$ cat src/rtl/echo_capture_buffer_pkg.sv
// ----------------------------------------------------------------------------
// echo_capture_buffer_pkg
//   Shared definitions for the receive-side echo capture path. The sample
//   width default is common to the transmit FSM and the UART blocks, so it
//   lives here rather than in each module.
//   Contents:
//     SAMPLE_W_DEFAULT - ADC sample width, one UART byte per sample
//     state_t          - capture buffer controller states
// ----------------------------------------------------------------------------
package echo_capture_buffer_pkg;

  localparam int SAMPLE_W_DEFAULT = 8;

  // IDLE waits for the AFE to switch to receive, SETTLE rides out the
  // switch transient, CAPTURE records samples, DRAIN streams them to the
  // UART, and CLEAR empties the buffer and tells the transmit FSM to go on.
  typedef enum logic [2:0] {
    ST_IDLE    = 3'd0,
    ST_SETTLE  = 3'd1,
    ST_CAPTURE = 3'd2,
    ST_DRAIN   = 3'd3,
    ST_CLEAR   = 3'd4
  } state_t;

endpackage

$ cat src/rtl/echo_sample_ram.sv
// ----------------------------------------------------------------------------
// echo_sample_ram
//   Simple dual-port sample memory, DEPTH x SAMPLE_W, with one write port and
//   one registered read port (data appears one clock after the address).
//   Written so that synthesis maps it onto block RAM: no reset on the array
//   or on the read register.
//   Ports:
//     i_clk    in  1         clock, rising edge
//     i_we     in  1         write enable
//     i_waddr  in  ADDR_W    write address
//     i_wdata  in  SAMPLE_W  write data
//     i_raddr  in  ADDR_W    read address
//     o_rdata  out SAMPLE_W  read data, mem[i_raddr] from the previous cycle
// ----------------------------------------------------------------------------
module echo_sample_ram
  import echo_capture_buffer_pkg::*;
#(
  parameter int SAMPLE_W = SAMPLE_W_DEFAULT,
  parameter int DEPTH    = 512,
  parameter int ADDR_W   = 9
) (
  input  logic                i_clk,
  input  logic                i_we,
  input  logic [ADDR_W-1:0]   i_waddr,
  input  logic [SAMPLE_W-1:0] i_wdata,
  input  logic [ADDR_W-1:0]   i_raddr,
  output logic [SAMPLE_W-1:0] o_rdata
);

  logic [SAMPLE_W-1:0] r_mem [DEPTH];
  logic [SAMPLE_W-1:0] r_rdata;

  // Write and registered read share the clock. A read of an address being
  // written in the same cycle returns the old contents; the controller never
  // relies on that case.
  always_ff @(posedge i_clk) begin
    if (i_we) begin
      r_mem[i_waddr] <= i_wdata;
    end
    r_rdata <= r_mem[i_raddr];
  end

  assign o_rdata = r_rdata;

endmodule

$ cat src/rtl/echo_capture_buffer.sv
// ----------------------------------------------------------------------------
// echo_capture_buffer
//   Receive-side stage after the image transmit FSM. When the AFE switches to
//   receive it waits out the switch transient, records ADC echo samples into
//   on-chip RAM, then streams them byte by byte to the UART transmitter. When
//   the buffer is drained it pulses o_mem_clear so the transmit FSM can fire
//   the next line.
//   Ports:
//     i_clk          in  1         system clock, rising edge
//     i_rst          in  1         synchronous reset, active low
//     i_afe_switch   in  1         1 = AFE in receive path
//     i_adc_data     in  SAMPLE_W  ADC sample
//     i_adc_valid    in  1         i_adc_data valid this cycle
//     i_tx_ready     in  1         UART idle and able to take a byte
//     o_tx_data      out SAMPLE_W  byte to UART, stable while o_tx_start=1
//     o_tx_start     out 1         one-cycle send request
//     o_capturing    out 1         1 while capturing samples
//     o_sample_count out ADDR_W+1  samples stored for the current line
//     o_mem_clear    out 1         one-cycle pulse: buffer drained and emptied
//     o_busy         out 1         1 whenever not idle
// ----------------------------------------------------------------------------
module echo_capture_buffer
  import echo_capture_buffer_pkg::*;
#(
  parameter int SAMPLE_W      = SAMPLE_W_DEFAULT,
  parameter int DEPTH         = 512,
  parameter int ADDR_W        = 9,
  parameter int SETTLE_CYCLES = 4
) (
  input  logic                i_clk,
  input  logic                i_rst,
  input  logic                i_afe_switch,
  input  logic [SAMPLE_W-1:0] i_adc_data,
  input  logic                i_adc_valid,
  input  logic                i_tx_ready,
  output logic [SAMPLE_W-1:0] o_tx_data,
  output logic                o_tx_start,
  output logic                o_capturing,
  output logic [ADDR_W:0]     o_sample_count,
  output logic                o_mem_clear,
  output logic                o_busy
);

  localparam int SETTLE_W = (SETTLE_CYCLES > 1) ? $clog2(SETTLE_CYCLES) : 1;
  localparam logic [SETTLE_W-1:0] SETTLE_LAST = SETTLE_W'(SETTLE_CYCLES - 1);
  localparam logic [ADDR_W:0]     COUNT_LAST  = (ADDR_W+1)'(DEPTH - 1);

  state_t              r_state;
  state_t              w_nextState;
  logic                r_afeSwitchQ;
  logic [SETTLE_W-1:0] r_settleCount;
  logic [ADDR_W-1:0]   r_wrPtr;
  logic [ADDR_W:0]     r_rdPtr;
  logic [ADDR_W:0]     r_sampleCount;
  logic [SAMPLE_W-1:0] r_txData;
  logic                r_txStart;
  logic                r_loaded;
  logic                r_rdValid;
  logic [SAMPLE_W-1:0] w_ramRdata;
  logic                w_switchRise;
  logic                w_lastWrite;
  logic                w_write;
  logic                w_load;
  logic                w_fire;
  logic                w_drained;

  // Sample memory. The read address always follows the drain pointer so the
  // next byte is already sitting on the RAM output when it is needed.
  echo_sample_ram #(
    .SAMPLE_W (SAMPLE_W),
    .DEPTH    (DEPTH),
    .ADDR_W   (ADDR_W)
  ) u_ram (
    .i_clk   (i_clk),
    .i_we    (w_write),
    .i_waddr (r_wrPtr),
    .i_wdata (i_adc_data),
    .i_raddr (r_rdPtr[ADDR_W-1:0]),
    .o_rdata (w_ramRdata)
  );

  // Handshake and datapath decode. A sample offered while the AFE drops is
  // normally discarded, except when it is the one that fills the buffer.
  // A byte is loaded into o_tx_data only when the previous one has been
  // launched, so the byte on o_tx_data never changes under o_tx_start. A new
  // launch is refused while o_tx_start is high, which forces the gap cycle.
  // The line is finished once every byte is launched and the UART reports
  // ready again after the gap.
  always_comb begin
    w_switchRise = 1'b0;
    w_lastWrite  = 1'b0;
    w_write      = 1'b0;
    w_load       = 1'b0;
    w_fire       = 1'b0;
    w_drained    = 1'b0;
    w_switchRise = !r_afeSwitchQ && i_afe_switch;
    w_lastWrite  = (r_sampleCount == COUNT_LAST);
    w_write      = (r_state == ST_CAPTURE) && i_adc_valid &&
                   (i_afe_switch || w_lastWrite);
    w_load       = (r_state == ST_DRAIN) && r_rdValid && !r_loaded &&
                   (r_rdPtr < r_sampleCount);
    w_fire       = (r_state == ST_DRAIN) && r_loaded && i_tx_ready && !r_txStart;
    w_drained    = (r_rdPtr == r_sampleCount) && !r_loaded && !r_txStart;
  end

  // State register.
  always_ff @(posedge i_clk) begin
    if (!i_rst) begin
      r_state <= ST_IDLE;
    end else begin
      r_state <= w_nextState;
    end
  end

  // Next-state logic and state-decoded outputs. A line that ends with no
  // samples skips DRAIN and goes straight to CLEAR so the transmit FSM still
  // gets its mem_clear pulse.
  always_comb begin
    w_nextState = r_state;
    o_capturing = 1'b0;
    o_mem_clear = 1'b0;
    o_busy      = 1'b1;
    case (r_state)
      ST_IDLE: begin
        o_busy = 1'b0;
        if (w_switchRise) begin
          w_nextState = ST_SETTLE;
        end
      end
      ST_SETTLE: begin
        if (!i_afe_switch) begin
          w_nextState = ST_CLEAR;
        end else if (r_settleCount == SETTLE_LAST) begin
          w_nextState = ST_CAPTURE;
        end
      end
      ST_CAPTURE: begin
        o_capturing = 1'b1;
        if (w_write && w_lastWrite) begin
          w_nextState = ST_DRAIN;
        end else if (!i_afe_switch) begin
          w_nextState = (r_sampleCount == '0) ? ST_CLEAR : ST_DRAIN;
        end
      end
      ST_DRAIN: begin
        if (r_sampleCount == '0) begin
          w_nextState = ST_CLEAR;
        end else if (w_drained && i_tx_ready) begin
          w_nextState = ST_CLEAR;
        end
      end
      ST_CLEAR: begin
        o_mem_clear = 1'b1;
        w_nextState = ST_IDLE;
      end
      default: begin
        w_nextState = ST_IDLE;
      end
    endcase
  end

  // Settle counter, pointers and the UART byte register. r_rdValid marks
  // that the RAM output already reflects the current drain pointer: it drops
  // for one cycle every time the pointer moves and is held low outside DRAIN
  // so a stale read from capture time is never loaded.
  always_ff @(posedge i_clk) begin
    if (!i_rst) begin
      r_afeSwitchQ  <= 1'b0;
      r_settleCount <= '0;
      r_wrPtr       <= '0;
      r_rdPtr       <= '0;
      r_sampleCount <= '0;
      r_txData      <= '0;
      r_txStart     <= 1'b0;
      r_loaded      <= 1'b0;
      r_rdValid     <= 1'b0;
    end else begin
      r_afeSwitchQ <= i_afe_switch;
      r_txStart    <= w_fire;
      r_rdValid    <= (r_state == ST_DRAIN) && !w_load;

      if (r_state == ST_SETTLE) begin
        r_settleCount <= r_settleCount + SETTLE_W'(1);
      end else begin
        r_settleCount <= '0;
      end

      if (w_write) begin
        r_wrPtr       <= r_wrPtr + ADDR_W'(1);
        r_sampleCount <= r_sampleCount + (ADDR_W+1)'(1);
      end

      if (w_load) begin
        r_txData <= w_ramRdata;
        r_loaded <= 1'b1;
        r_rdPtr  <= r_rdPtr + (ADDR_W+1)'(1);
      end else if (w_fire) begin
        r_loaded <= 1'b0;
      end

      if (r_state == ST_CLEAR) begin
        r_wrPtr       <= '0;
        r_rdPtr       <= '0;
        r_sampleCount <= '0;
        r_loaded      <= 1'b0;
      end
    end
  end

  assign o_tx_data      = r_txData;
  assign o_tx_start     = r_txStart;
  assign o_sample_count = r_sampleCount;

endmodule

$ cat config.mk
export PLATFORM = sky130hd
export DESIGN_NAME = echo_capture_buffer
export DESIGN_NICKNAME = d
export VERILOG_FILES = /design/src/rtl/echo_capture_buffer_pkg.sv /design/src/rtl/echo_sample_ram.sv /design/src/rtl/echo_capture_buffer.sv
export SDC_FILE = /design/constraint.sdc
export NUM_CORES = 2
export LEC_CHECK = 0
export BUFFER_PORTS_ARGS = -buffer_cell sky130_fd_sc_hd__buf_2
export CAP_MARGIN = 20
export CORE_ASPECT_RATIO = 0.6
export CORE_MARGIN = 10
export CORE_UTILIZATION = 55
export CTS_CLUSTER_SIZE = 30
export DETAILED_ROUTE_END_ITERATION = 12
export GPL_TIMING_DRIVEN = 1
export PLACE_DENSITY = 0.7
export SLEW_MARGIN = 40
export SYNTH_ARGS = -nofsm -noshare
export SYNTH_HDL_FRONTEND = slang
export SYNTH_SLANG_ARGS = --single-unit
$ cat constraint.sdc
create_clock -name i_clk -period 4.5 [get_ports i_clk]
set_input_delay 0.9 -clock i_clk [delete_from_list [all_inputs] [get_ports i_clk]]
set_output_delay 0.9 -clock i_clk [all_outputs]
set_load 0.02 [all_outputs]
==> impl_metrics.py <==
metrics = {
    "timing": {
        "finalSetupTns_ns": 0,
        "skew_ns": 0.0493,
        "drv_slew": 0,
        "max_freq_mhz": 233,
        "finalCritPeriodShare_pct": 95.5,
        "worstMarginPinSlew_ns": 0.993,
        "relSlewSlack_pct": 33.7,
        "period_needed_ns": 4.30,
        "rsz0062_at_grt": "false",
        "fin_ws_ns": 0.202,
        "fin_worst_hold_slack_ns": 0.277,
        "setup_viol": 0,
        "hold_viol_final": 0,
    },
    "clocking": {
        "clock_sinks": 4150,
        "cts_htree_levels": 5,
        "cts.hold.buffers_added": 0,
        "cts_tree": "built",
        "post_cts_buffers": 0,
        "clk_latency_ns": 0.90,
        "path_clk_slew_ns": 0.07,
        "root_buffer": "clkbuf_16",
        "cts_buffers": 354,
        "cts_max_path_buffers": 4,
        "cts_resized": 0,
    },
    "floorplan": {
        "std_cell_rows": 154,
        "fp.dieH_um": 441,
        "io_pins": 35,
        "die_w_um": 722,
        "core_um2": 294000,
        "initial_core_util_pct": 55.3,
        "dieArea_um2": 318000,
    },
    "worst_setup_path": {
        "crit_path_start_kind": "flip-flop",
        "max_stage_delay_ns": 0.89,
        "slowest_stage": "dfxtp_4",
        "path_buf_inv": 2,
        "critPathMaxFanout": 29,
        "arrival_ns": 5.15,
        "endpoint_kind": "flip-flop",
        "worstPathRequired_ns": 5.35,
        "path_cells": "nand3b_4 > buf_4 > o221ai_1 > a221oi_1 > a311oi_2 > o21ai_1 > a2111oi_2 > buf_4 > o32a_1",
        "cpMostUsedCell": "buf_4",
        "critPathKind": "flip-flop to flip-flop",
        "critPathTopFamily": "compound AO/OA/AOI/OAI gates",
    },
    "synthesis": {
        "synthArstFlopShare_pct": 0,
        "yosysUniqueCellTypes": 83,
        "synth-edff-count": 4096,
        "yosys.area.top_type": "edfxtp_1",
        "seq_area_frac_synth_pct": 76.4,
        "yosysWarnings": 0,
        "synth_top_area_share_pct": 75.7,
        "yosys-top-cells-area": "edfxtp_1 76%, mux4_2 13%, mux2i_1 1.8%",
        "yosys_register_bits": 4150,
        "synth_nets": 7682,
        "avgSynthCellArea_um2": 21.2,
        "mappedNetlistArea_um2": 162000,
        "synth-main-ff-cell": "edfxtp_1",
        "syn_inst": 7651,
    },
    "route": {
        "drt-pass1-iter-count": 6,
        "dr_total_vias": 85000,
        "wl_per_cell_um": 36.8,
        "viasPerCell": 6.89,
        "drc": 0,
        "ant_nets": 0,
        "drt_iter0_drc": 15500,
        "wl_um": 454000,
    },
    "status": {
        "status": "completed",
    },
    "job": {
        "drv_cap": 0,
    },
    "power_and_ir_drop": {
        "leakage_nw": 55.5,
        "seqPwrFrac_pct": 57.6,
        "p_int_mw": 59.2,
        "comb_power_share_pct": 1.1,
        "p_per_area_nw_per_um2": 405,
        "vdd.ir_drop.worst_mv": 0.366,
        "power_switching_mw": 14.5,
        "switching_share_pct": 19.7,
        "p_clk_share_pct": 41.3,
    },
    "min_path": {
        "worstHoldPathType": "primary input to flip-flop",
    },
    "global_route": {
        "antenna_found_initial": 28,
        "overflow": 0,
        "grt_util_all_layers_pct": 28.2,
        "grt_max_degree": 148,
        "grt_pass1_vias": 82100,
        "grt_pass1_wl_um": 639000,
    },
    "final_layout": {
        "layout-drive-gt1-share_pct": 27.0,
        "fin_util_pct": 61.9,
        "postLayoutCellArea_um2": 182000,
        "final_nets": 8186,
        "fillers": 19600,
        "area_delta_synth_final_pct": 11.9,
    },
    "placement": {
        "port_buffers": 34,
        "place_congestion": 0.894,
        "pre_cts_ws_ns": 0.249,
        "hpwl_um": 285000,
        "dpl-instance-area_um2": 170000,
    },
}
[metrics by stage]
stage / cells / total power, mW
after CTS: 12300 / 73.7
after global placement: 11700 / 44.0
after floorplan: 7651 / 43.3
final: 12300 / 73.7
after global routing: 12300 / 75.4
after detailed placement: 11700 / 44.1
[path summary, 6_finish.rpt]
check	from	end	slack, ns	cells after the start
min reg2reg	r_settleCount[0]$_SDFF_PN0_	r_settleCount[0]$_SDFF_PN0_	0.43	1
max	r_rdPtr[3]$_SDFFE_PP0P_	u_ram.o_rdata[5]$_DFF_P_	0.20	9
max reg2reg	r_rdPtr[3]$_SDFFE_PP0P_	u_ram.o_rdata[5]$_DFF_P_	0.20	9
min	i_rst	r_state[1]$_SDFFE_PN0P_	0.28	2
[power by group through the flow]
| stage | Clock (mW) | Sequential [mW] | Combinational (mW) |
|---|---|---|---|
| 2_1_floorplan | 0 | 43.3 | 0.0606 |
| 3_3_place_gp | 0 | 43.3 | 0.758 |
| 3_5_place_dp | 0 | 43.3 | 0.822 |
| 4_1_cts | 30.5 | 42.4 | 0.817 |
| 5_1_grt | 32.1 | 42.4 | 0.877 |
| 6_report | 30.4 | 42.4 | 0.832 |
[metal layers]
metal  vias up  GRT usage [%]  share of wire [%]
li1      32900              -                  -
met3       809           11.3                 16
met1     44600           42.5                 39
met4        16           8.18                3.2
met5         -              0              0.031
met2      6742           38.1                 42
[cells in the final DEF, fill, tap and decap left out, drive strengths merged, types with 10 or more instances in the layout]
cell type  count
a22oi         45
o21ai         94
nor2b         25
clkinvlp      12
o311ai        10
nand4         19
ha            18
edfxtp      4096
dfxtp         54
o221ai        35
clkinv       135
mux4        1011
xnor2         10
o22ai         58
inv           32
a31oi         28
nand3         41
a211oi        44
nand2        216
bufinv        29
nor4          14
a21oi        114
nor2         638
mux2i        296
a221oi        57
clkbuf       450
mux2          32
nor3          20
buf          627
o211ai        32
[cell type report]
class | instances | area (um2) | share of cell area, %
Tap cell | 3900 | 4880 | 2.68
Sequential cell | 4150 | 124000 | 68.3
Timing Repair Buffer | 627 | 6000 | 3.30
Multi-Input combinational cell | 2998 | 35500 | 19.5
Inverter | 24 | 105 | 0.0578
Antenna cell | 8 | 20.0 | 0.0110
Clock inverter | 184 | 1680 | 0.926
Clock buffer | 450 | 9490 | 5.22
[worst register-to-register path, delay by kind of cell, from the launching register on]
family / cells / cell delay, ns
buffers and inverters: 2 / 0.72
DFF: 1 / 0.89
and+or+nand+nor: 1 / 0.82
AOI/OAI and AO/OA: 6 / 1.84
[logic make-up (layout without fill, tap and decap cells)]
family,Yosys count,in the layout,synth area share (%)
flip-flops,4150,4150,76.4
multiplexers,1339,1339,16.2
AND/OR/NAND/NOR,1041,1041,2.69
AO/OA/AOI/OAI,584,584,2.46
buffers and inverters,503,1285,2.06
adder cells (fa/ha/maj),18,18,0.139
XOR/XNOR,16,16,0.0863
other,0,8,0
[synthesized netlist by cell type, drive strengths merged (10+ instances only)]
master	count
inv	22
buf	313
nor2	638
o22ai	58
mux2	32
ha	18
mux4	1011
a221oi	57
o311ai	10
clkbuf	165
nor3	20
a22oi	45
mux2i	296
a211oi	44
o211ai	32
o221ai	35
nor2b	25
edfxtp	4096
nand3	41
a21oi	114
a31oi	28
xnor2	10
nand2	216
nand4	19
nor4	14
o21ai	94
dfxtp	54
[flip-flops by register name, summed over array words and instances, names as in the netlist]
| register | cells |
|---|---|
| r_afeSwitchQ | 1 |
| r_wrPtr | 9 |
| r_loaded | 1 |
| o_tx_start | 1 |
| u_ram.o_rdata | 8 |
| u_ram.r_mem | 4096 |
| r_rdValid | 1 |
| o_sample_count | 10 |
| r_settleCount | 2 |
| r_state | 3 |
| r_rdPtr | 10 |
| o_tx_data | 8 |
(Power assumes the default switching activity.)
